## config.mk

```make
export PLATFORM = sky130hd
export DESIGN_NAME = sdram_arb2
export DESIGN_NICKNAME = d
export VERILOG_FILES = /design/src/rtl/sdram_arb2.sv
export SDC_FILE = /design/constraint.sdc
export NUM_CORES = 1
export LEC_CHECK = 0
export BUFFER_PORTS_ARGS = -buffer_cell sky130_fd_sc_hd__buf_2
export CORE_ASPECT_RATIO = 2
export CORE_MARGIN = 2
export CORE_UTILIZATION = 44
export CTS_CLUSTER_DIAMETER = 30
export DETAILED_ROUTE_END_ITERATION = 6
export GPL_ROUTABILITY_DRIVEN = 0
export PLACE_DENSITY = 0.8
export SKIP_LAST_GASP = 1
export SLEW_MARGIN = 20
export SYNTH_ARGS = -nofsm -noshare
export SYNTH_HDL_FRONTEND = slang
export SYNTH_SLANG_ARGS = --single-unit
```

## constraint.sdc

```tcl
create_clock -name clk -period 1.9 [get_ports clk]
set_clock_uncertainty 0.1 [all_clocks]
set_input_delay 0.095 -clock clk [delete_from_list [all_inputs] [get_ports clk]]
set_output_delay 0.095 -clock clk [all_outputs]
set_load 0.005 [all_outputs]
```

## src/rtl/sdram_arb2.sv

```systemverilog
// sdram_arb2 -- two-master round-robin arbiter in front of a single-port
// SDRAM controller. One access is in flight at a time. The winning request is
// latched into registered mem_* outputs and held until the controller
// completes it. The result then returns to the winning master as a
// one-cycle ready pulse.
//
// Ports:
//   clk, resetn                 system clock, synchronous active-low reset
//   m0_addr/din/wmask/valid     master 0 (CPU) request, wmask==0 is a read
//   m0_dout, m0_ready           master 0 read data, completion pulse
//   m1_addr/din/wmask/valid     master 1 (DMA/video) request
//   m1_dout, m1_ready           master 1 read data, completion pulse
//   mem_addr/din/wmask/valid    registered request to the SDRAM controller
//   mem_dout, mem_ready         controller data and completion; mem_ready is
//                               held high during controller init
module sdram_arb2 #(
  parameter int ADDR_W = 25
) (
  input  logic              clk,
  input  logic              resetn,
  input  logic [ADDR_W-1:0] m0_addr,
  input  logic [31:0]       m0_din,
  input  logic [3:0]        m0_wmask,
  input  logic              m0_valid,
  output logic [31:0]       m0_dout,
  output logic              m0_ready,
  input  logic [ADDR_W-1:0] m1_addr,
  input  logic [31:0]       m1_din,
  input  logic [3:0]        m1_wmask,
  input  logic              m1_valid,
  output logic [31:0]       m1_dout,
  output logic              m1_ready,
  output logic [ADDR_W-1:0] mem_addr,
  output logic [31:0]       mem_din,
  output logic [3:0]        mem_wmask,
  output logic              mem_valid,
  input  logic [31:0]       mem_dout,
  input  logic              mem_ready
);

  typedef enum logic [1:0] {
    ST_WAIT_INIT = 2'd0,
    ST_IDLE      = 2'd1,
    ST_BUSY      = 2'd2,
    ST_RESP      = 2'd3
  } state_t;

  state_t            state_r, state_s;
  logic              last_grant_r, last_grant_s;
  logic              grant_r, grant_s;
  logic [ADDR_W-1:0] mem_addr_r, mem_addr_s;
  logic [31:0]       mem_din_r, mem_din_s;
  logic [3:0]        mem_wmask_r, mem_wmask_s;
  logic              mem_valid_r, mem_valid_s;
  logic [31:0]       m0_dout_r, m0_dout_s;
  logic [31:0]       m1_dout_r, m1_dout_s;
  logic              m0_ready_r, m0_ready_s;
  logic              m1_ready_r, m1_ready_s;
  logic              elig0_s, elig1_s;

  // A master's own ready pulse masks its still-asserted valid for that cycle.
  assign elig0_s = m0_valid & ~m0_ready_r;
  assign elig1_s = m1_valid & ~m1_ready_r;

  assign mem_addr  = mem_addr_r;
  assign mem_din   = mem_din_r;
  assign mem_wmask = mem_wmask_r;
  assign mem_valid = mem_valid_r;
  assign m0_dout   = m0_dout_r;
  assign m1_dout   = m1_dout_r;
  assign m0_ready  = m0_ready_r;
  assign m1_ready  = m1_ready_r;

  // State register.
  always_ff @(posedge clk) begin
    if (!resetn) begin
      state_r <= ST_WAIT_INIT;
    end else begin
      state_r <= state_s;
    end
  end

  // Datapath and grant registers; last_grant resets to 1 so master 0 wins the first tie.
  always_ff @(posedge clk) begin
    if (!resetn) begin
      last_grant_r <= 1'b1;
      grant_r      <= 1'b0;
      mem_addr_r   <= {ADDR_W{1'b0}};
      mem_din_r    <= 32'h0000_0000;
      mem_wmask_r  <= 4'h0;
      mem_valid_r  <= 1'b0;
      m0_dout_r    <= 32'h0000_0000;
      m1_dout_r    <= 32'h0000_0000;
      m0_ready_r   <= 1'b0;
      m1_ready_r   <= 1'b0;
    end else begin
      last_grant_r <= last_grant_s;
      grant_r      <= grant_s;
      mem_addr_r   <= mem_addr_s;
      mem_din_r    <= mem_din_s;
      mem_wmask_r  <= mem_wmask_s;
      mem_valid_r  <= mem_valid_s;
      m0_dout_r    <= m0_dout_s;
      m1_dout_r    <= m1_dout_s;
      m0_ready_r   <= m0_ready_s;
      m1_ready_r   <= m1_ready_s;
    end
  end

  // Next-state and next-register logic; ready pulses default low so they last one cycle.
  always_comb begin
    state_s      = state_r;
    last_grant_s = last_grant_r;
    grant_s      = grant_r;
    mem_addr_s   = mem_addr_r;
    mem_din_s    = mem_din_r;
    mem_wmask_s  = mem_wmask_r;
    mem_valid_s  = mem_valid_r;
    m0_dout_s    = m0_dout_r;
    m1_dout_s    = m1_dout_r;
    m0_ready_s   = 1'b0;
    m1_ready_s   = 1'b0;

    case (state_r)
      ST_WAIT_INIT: begin
        // mem_ready is high for the whole controller init; its first low
        // cycle marks the controller as ready for traffic.
        mem_valid_s = 1'b0;
        if (!mem_ready) begin
          state_s = ST_IDLE;
        end else begin
          state_s = ST_WAIT_INIT;
        end
      end

      ST_IDLE: begin
        if (elig0_s || elig1_s) begin
          if (elig0_s && elig1_s) begin
            grant_s = ~last_grant_r;
          end else if (elig1_s) begin
            grant_s = 1'b1;
          end else begin
            grant_s = 1'b0;
          end
          if (grant_s) begin
            mem_addr_s  = m1_addr;
            mem_din_s   = m1_din;
            mem_wmask_s = m1_wmask;
          end else begin
            mem_addr_s  = m0_addr;
            mem_din_s   = m0_din;
            mem_wmask_s = m0_wmask;
          end
          mem_valid_s = 1'b1;
          state_s     = ST_BUSY;
        end else begin
          state_s = ST_IDLE;
        end
      end

      ST_BUSY: begin
        if (mem_ready) begin
          mem_valid_s  = 1'b0;
          last_grant_s = grant_r;
          if (grant_r) begin
            m1_dout_s  = mem_dout;
            m1_ready_s = 1'b1;
          end else begin
            m0_dout_s  = mem_dout;
            m0_ready_s = 1'b1;
          end
          state_s = ST_RESP;
        end else begin
          state_s = ST_BUSY;
        end
      end

      ST_RESP: begin
        // One cycle with mem_valid low before the next arbitration.
        state_s = ST_IDLE;
      end

      default: begin
        mem_valid_s = 1'b0;
        state_s     = ST_WAIT_INIT;
      end
    endcase
  end

endmodule

```

# After elaboration in Yosys (flattened, before gate mapping)
# Index checks and enable logic that the tools add are counted.
# classes
n_reduce_logical,10
bitwise,6
n_eq_ne,5
muxes,16
# ops
cell,n
$mux W32,1
$mux W25,1
$reduce_and A3 Y1,4
$mux W1,10
$pmux W2 S4,1
$eq A2 B2 Y1 const B,2
$mux W4,1
$ne A2 B2 Y1 const B,2
$not A1 Y1,4
$reduce_and A2 Y1,2
$pmux W1 S3,1
$reduce_bool A3 Y1,1
$and A1 B1 Y1,2
$eq A2 B1 Y1 const B,1
$logic_not A2 Y1,1
$mux W2,1
$logic_and A1 B1 Y1,1
$logic_or A1 B1 Y1,1
# word_totals
elab_cells,48
regBits,132
in_bits,159
out_inout_bits,128

# Logic depth before layout (Yosys ltp)
# Gate-level depths: netlist of run 1.
# logic_depth
depth_word,7
depth_mapped,6
mapped_depth_nobuf,4

# Least setup slack after synthesis of run 1
# No wires, ideal clock.
# synth_path
kind,reg2reg
start,"reg m1_ready_r, in the netlist m1_ready"
end,"reg mem_valid_r, in the netlist mem_valid"
slack_ns,0.521
n_path_buf,2
arrival_ns,1.160
setup_time_ns,0.119
path_stages_with_launch,6
synth_period_minus_slack_ns,1.379
required_time_ns,1.681
cell_sequence,dfxtp_1 > nor2b_4 > o211a_1 > buf_4 > buf_6 > o221a_2
# synth_between
elab_chain_len,5
# synth_rtl
element,line,text
start: declaration,58,"logic m1_ready_r, m1_ready_s;"
start signal: assignment,106,m1_ready_r <= m1_ready_s;
$not A1 Y1,63,assign elig1_s = m1_valid & ~m1_ready_r;
$and A1 B1 Y1,63,
$logic_or A1 B1 Y1,137,if (elig0_s || elig1_s) begin
$ne A2 B2 Y1 (no source line),-,
$reduce_and A3 Y1 (no source line),-,
end signal: assignment,102,mem_valid_r <= mem_valid_s;
end: declaration,54,"logic mem_valid_r, mem_valid_s;"
# No other way between the ends.
# A chain may end at the register's enable or synchronous reset.

# Worst setup path in the final report of run 1
# layout_path
start,"reg m1_ready_r, in the netlist m1_ready"
end,"reg mem_din_r[29], in the netlist mem_din[29]"
# layout_between
elab_chain_len,7
word_cells_on_any_way,10
classes_between,mux (5); bitwise (2); reduce/logical (3)
# layout_rtl
element,line,text
$not A1 Y1 (*),63,
$and A1 B1 Y1 (*),63,
$mux W1 or $logic_and A1 B1 Y1 (tied branches),"140, 138",
$mux W1,138,if (elig0_s && elig1_s) begin
$mux W1,137,
$mux W1,124,case (state_r)
$mux W32,145,if (grant_s) begin
end signal: assignment,100,mem_din_r <= mem_din_s;
end: declaration,52,"logic [31:0] mem_din_r, mem_din_s;"
# Every way passes the cells marked *; elsewhere a longest branch is shown, timed or not. The select of a mux whose other input is x is not followed.

==> flow_summary_export.csv, run 1 <==
group,metric,value,unit
global_route,grt_pass1_wl,32.61,mm
timing,period_share,0.8342,
final_layout,mostFrequentLayoutCells,"buf_2, nand2_1, dlygate4sd3_1",
power_and_ir_drop,leakagePower,4.121,nW
die,io_pins,287,
clock_network,postCtsSetupBuffers,0,
detailed_routing,ant_nets,0,
global_route,grtUsageTotal,0.3380,
final_layout,drive_gt1_frac,0.3320,
timing,min_period,1585,ps
synthesis,ys_ff_latch,132,
final_layout,fin_util,0.7714,
outcome,status,"finished, final reports clean",
synthesis,synth.top_cell.area_share,0.5229,
synthesis,synth_area,0.005054,mm^2
synthesis,ys_warn_count,0,
worst_hold_path,hold_path_class,"in2reg",
synthesis,ys.flop_type,"dfxtp_1",
timing,slew_headroom,0.7358,
clock_network,cts.htree.levels,4,
synthesis,synth.area.top_cells,"dfxtp_1, nand2_1, a31oi_1",
die,num_rows,55,
final_layout,fill_cells,695,
die,die_y,155.6,um
detailed_routing,drc_errors,0,
clock_network,cts_root_buffer,"clkbuf_16",
synthesis,synth_top_cell_by_area,"dfxtp_1",
placed_design,place_hpwl,10.58,mm
clock_network,cts_num_sinks,132,
timing,setup_viol,0,
synthesis,syn_area_per_cell,8.713,um^2
timing,rsz0062_at_grt,"no",
power_and_ir_drop,fin_total_pwr,7.946,mW
global_route,grt_max_degree,97,
placed_design,placed_cell_area,0.006511,mm^2
global_route,grt_pass1_vias,6560,
clock_network,clk_pin_slew_worst_paths,60,ps
clock_network,cts_buffers,17,
final_layout,final_cells,1155,
worst_setup_path,end_kind,"flip-flop",
clock_network,tritoncts,"done",
synthesis,postSynthCellCount,580,
placed_design,placed_cells,966,
run,max_cap_viol_count,0,
die,design.die.area,0.01241,mm^2
detailed_routing,drt_pre_antenna_iters,6,
global_route,grt-busiest-layer,"met2",
global_route,grt_overflow,0,
clock_network,clockBufferDepth,2,
synthesis,seq_area_frac_synth,0.5229,
clock_network,cts_resized,0,
global_route,antenna_found_initial,1,
detailed_routing,via_per_inst,5.561,
die,die_w,79.78,um
synthesis,syn_nets,739,
global_route,use_met3,0.1036,
power_and_ir_drop,p_per_area,912.7,mW/mm^2
die,coreArea,0.01129,mm^2
worst_setup_path,start_kind,"flip-flop",
detailed_routing,wl_per_cell,18.35,um
global_route,grt_use_met2,0.5730,
global_route,met1_usage,0.3420,
worst_setup_path,path_max_fanout,86,
detailed_routing,wl,21.20,mm
timing,max_freq,631.0,MHz
timing,setup_tns,0,ps
clock_network,clock_latency,410,ps
final_layout,mostFrequentLayoutCell,"buf_2",
timing,tightest_slew,396.3,ps
clock_network,ctsHoldBuffers,156,
synthesis,async_reset_ff_frac,0,
placed_design,port_buffers,286,
detailed_routing,drtIter0Drc,565,
detailed_routing,vias,6423,
power_and_ir_drop,vdd_drop_max,0.7340,mV
worst_setup_path,worstPathRequired,2120,ps
die,start_util,0.4478,
worst_setup_path,worstPathArrival,1800,ps
worst_setup_path,path_class,"reg2reg",
timing,final-hold-violation-count,0,
final_layout,finish.net_count,1158,
final_layout,area_delta_synth_final,72.27,%
final_layout,postLayoutCellArea,0.008706,mm^2
synthesis,synth_edf_count,0,
worst_setup_path,ff2ff_setup_slack,320,ps
timing,slew_violations,0,
synthesis,synth_cell_types,28,
[critical path, cell delays in order, from the launching register on]
cell	delay, ps
dfxtp_1	330
nor2b_4	140
o211a_4	210
buf_12	290
o21ai_0	160
a31oi_1	230
[path summary, 6_finish.rpt]
path,from,endpoint,cells past startpoint
min,m0_valid,mem_din[18],5
min reg2reg,m0_dout[24],m0_dout[24],2
max,m1_ready,mem_din[29],5
max reg2reg,m1_ready,mem_din[29],5
[layer usage]
| metal | up-vias | wire, um |
|---|---|---|
| li1 | 2838 | - |
| met1 | 2904 | 7002 |
| met2 | 521 | 10440 |
| met3 | 160 | 2072 |
| met4 | 0 | 1684 |
| met5 | - | 0 |
[where the power goes]
group          total, mW  switching [mW]  internal, mW
logic               1.33           0.669         0.666
registers           3.10           0.125          2.97
clock network       3.51            1.30          2.21
total               7.95            2.09          5.85
[sequential cells by signal, summed over array words and instances (netlist names), 4 cells and up, named ones only]
signal / cells
mem_din: 32
m0_dout: 32
mem_wmask: 4
mem_addr: 25
m1_dout: 32
[synth_stat cells, drive strengths merged (2+ instances only)]
cell / n
nor2: 2
clkbuf: 22
nor2b: 5
a22o: 32
a21boi: 33
dfxtp: 132
buf: 29
nand2: 189
a31oi: 61
and2: 2
o21ai: 62
nand3b: 2
[per-stage QoR]
stage | hold slack [ps] | setup slack, ps
2_1_floorplan | 120.5 | 521.2
6_report | 120.7 | 315.1
3_5_place_dp | 224.8 | 389.5
5_1_grt | 137.7 | 233.9
3_3_place_gp | 223.1 | 464.9
4_1_cts | 125.8 | 388.4
[final cells by class]
class                   count  area (um^2)  share of cell area
multi-input cells         396         2101              0.2413
inverters                   1        3.754           0.0004312
repair buffers            451         3148              0.3616
clock buffers              18        429.2             0.04930
clock inverters            14        201.4             0.02314
flip-flops and latches    132         2643              0.3035
well taps                 142        177.7             0.02041
diodes                      1        2.502           0.0002874
[logic make-up after synthesis]
group	Yosys count	share of synthesized area
and+or+nand+nor	203	0.1619
xor gates and xnor gates	1	0.001733
DFF	132	0.5229
AOI/OAI and AO/OA	191	0.2478
buffers and inverters	52	0.06363
muxes	1	0.001981
Power figures use the tool's default switching activity.
==> run 2: changes to the inputs <==
- ABC_AREA: unset -> 1
- CORE_UTILIZATION: 44 -> 41
- PLACE_DENSITY: 0.8 -> 0.76
- clock period: 1.9 -> 1.45 ns (I/O delays scaled with it)
==> run 2 against run 1 <==
Sequential share of layout area down 3.9 points. Critical path type unchanged. Routed wire length up 22%. Largest power group unchanged. The flow now finishes with violations (setup timing). Register-to-register slack worse by 320 ps. Total power up 32%. Via count up 20%. Flip-flop and latch count unchanged. Clock power up 18%. Clock-buffer cell count unchanged. Synthesized cell count up 45%. Setup slack worse by 320 ps. Sequential power up 29%.
==> flow_summary_export.csv, run 2 <==
group,metric,value,unit
outcome,status,"finished, violations left",
outcome,violations,"setup timing",
die,die_y,170.5,um
timing,rsz0062_at_grt,"yes",
synthesis,synth_most_common_cell,"nand2_1",
worst_setup_path,end_kind,"flip-flop",
global_route,grt_overflow,0,
timing,slew_violations,0,
timing,setup_slack,-1.525,ps
detailed_routing,via_per_inst,5.305,
timing,period_share,1.001,
clock_network,clockBufferDepth,2,
final_layout,area_delta_synth_final,75.88,%
clock_network,cts_buffers,17,
final_layout,final_cells,1457,
final_layout,mostFrequentLayoutCell,"buf_2",
clock_network,cts.htree.levels,4,
final_layout,fill_cells,945,
final_layout,finish.net_count,1446,
timing,max_freq,688.9,MHz
global_route,grt_max_degree,62,
power_and_ir_drop,leakagePower,5.227,nW
power_and_ir_drop,p_int,7.381,mW
timing,setup_tns,-2.564,ps
global_route,grt_pass1_wl,35.13,mm
die,design.die.area,0.01487,mm^2
die,die_w,87.23,um
detailed_routing,drtIter0Drc,586,
power_and_ir_drop,p_per_area,1046,mW/mm^2
power_and_ir_drop,vdd_drop_max,0.8946,mV
worst_hold_path,hold_path_class,"in2reg",
power_and_ir_drop,p_sw,3.072,mW
synthesis,synthTopCellsByCount,"nand2_1, nand3_1, dfxtp_1, inv_1, a21oi_1",
placed_design,dpl_worst_slack,59.50,ps
timing,tightest_slew,363.4,ps
synthesis,synth.top_cell.area_share,0.4652,
die,start_util,0.4204,
synthesis,synth.area.top_cells,"dfxtp_1, nand2_1, nand3_1",
run,max_cap_viol_count,0,
detailed_routing,drc_errors,0,
worst_setup_path,path_class,"reg2reg",
detailed_routing,wl_per_cell,17.74,um
final_layout,drive_gt1_frac,0.3023,
detailed_routing,vias,7730,
synthesis,synth_cell_types,15,
global_route,grtUsageTotal,0.3012,
die,num_rows,60,
die,coreArea,0.01351,mm^2
timing,slew_headroom,0.7577,
synthesis,ys.flop_type,"dfxtp_1",
synthesis,postSynthCellCount,843,
synthesis,synth_edf_count,0,
placed_design,place_hpwl,12.22,mm
timing,final-hold-violation-count,0,
die,io_pins,287,
worst_setup_path,worstPathRequired,1700,ps
worst_setup_path,start_kind,"flip-flop",
power_and_ir_drop,p_comb_frac,0.220,
clock_network,clk_pin_slew_worst_paths,60,ps
power_and_ir_drop,p_seq_frac,0.384,
synthesis,async_reset_ff_frac,0,
global_route,grt_pass1_vias,7278,
placed_design,port_buffers,286,
timing,setup_viol,2,
power_and_ir_drop,p_sw_frac,0.2939,
synthesis,seq_area_frac_synth,0.4652,
power_and_ir_drop,clockPowerShare,0.396,
clock_network,tritoncts,"done",
detailed_routing,wl,25.84,mm
clock_network,cts_num_sinks,132,
synthesis,ys_ff_latch,132,
global_route,antenna_found_initial,1,
synthesis,synth_top_cell_by_area,"dfxtp_1",
synthesis,synth_area,0.005680,mm^2
detailed_routing,ant_nets,0,
timing,min_period,1452,ps
worst_setup_path,path_max_fanout,9,
synthesis,ys_warn_count,0,
final_layout,mostFrequentLayoutCells,"buf_2, nand2_1, dlygate4sd3_1",
synthesis,syn_area_per_cell,6.738,um^2
final_layout,fin_util,0.7394,
placed_design,placed_cells,1248,
detailed_routing,drt_pre_antenna_iters,6,
clock_network,cts_root_buffer,"clkbuf_16",
worst_setup_path,worstPathArrival,1710,ps
clock_network,clock_latency,400,ps
synthesis,syn_nets,1002,
run 2: stage by stage:
step	cell area (um^2)	total power [mW]	hold slack (ps)
detailed placement	7371	5.672	185.0
global placement	7371	5.649	183.3
CTS	9499	10.10	55.88
global route	9988	10.87	91.88
floorplan	5680	4.901	82.73
finish	9991	10.45	75.23
run 2: cell families (layout without fill, tap and decap cells):
kind of cell    after synthesis  count (layout)  synth area share
simple gates                428             428            0.3216
flops                       132             132            0.4652
compound gates               97              97           0.08568
other cells                   0               2                 0
buf+inv                     186             643            0.1275
run 2: metal layers:
layer | up-vias | global-route usage | wire length, um
li1 | 3522 | - | -
met1 | 3426 | 0.3200 | 8372
met2 | 587 | 0.5171 | 13290
met3 | 195 | 0.06887 | 2296
met4 | 0 | 0.2000 | 1879
met5 | - | 0 | 0
run 2: final cells by class:
class                   count  area [um^2]  area share
clock inverters            14        137.6     0.01378
diodes                      2        5.005   0.0005009
flip-flops and latches    132         2646      0.2649
repair buffers            480         3645      0.3648
inverters                 131        510.5     0.05110
well taps                 155        193.9     0.01941
clock buffers              18        429.2     0.04296
multi-input cells         525         2424      0.2426
run 2: critical path, cell delays in order, from the launching register on:
cell and delay, ps:
dfxtp_2 320, buf_6 110, nor2_4 140, nand2_2 100
nor3_4 210, buf_6 150, buf_12 130, nand2_1 70
nand2_1 70
run 2: what timing repair did:
| item | 4_1_cts | 5_1_grt |
|---|---|---|
| setup endpoints to repair | 0 | 79 |
| setup buffers | 0 | 6 |
| hold buffers | 156 | 0 |
| resized for setup | 0 | 48 |
| hold endpoints to repair | 128 | 0 |
run 2: power by group through the flow:
stage | sequential [mW] | combinational [mW] | clock (mW)
after floorplan | 4.09 | 0.812 | 0
after global placement | 4.06 | 1.59 | 0
after detailed placement | 4.07 | 1.60 | 0
after CTS | 3.99 | 1.93 | 4.18
after global routing | 4.03 | 2.48 | 4.36
final | 4.01 | 2.30 | 4.14
run 2: worst paths after layout:
check,startpoint,end,slack (ps),cells after the start
min reg2reg,m1_dout[16],m1_dout[16],340,2
min,m1_valid,grant_r,80,5
max,state_r[0],m1_dout[24],-2,8
max reg2reg,state_r[0],m1_dout[24],-2,8
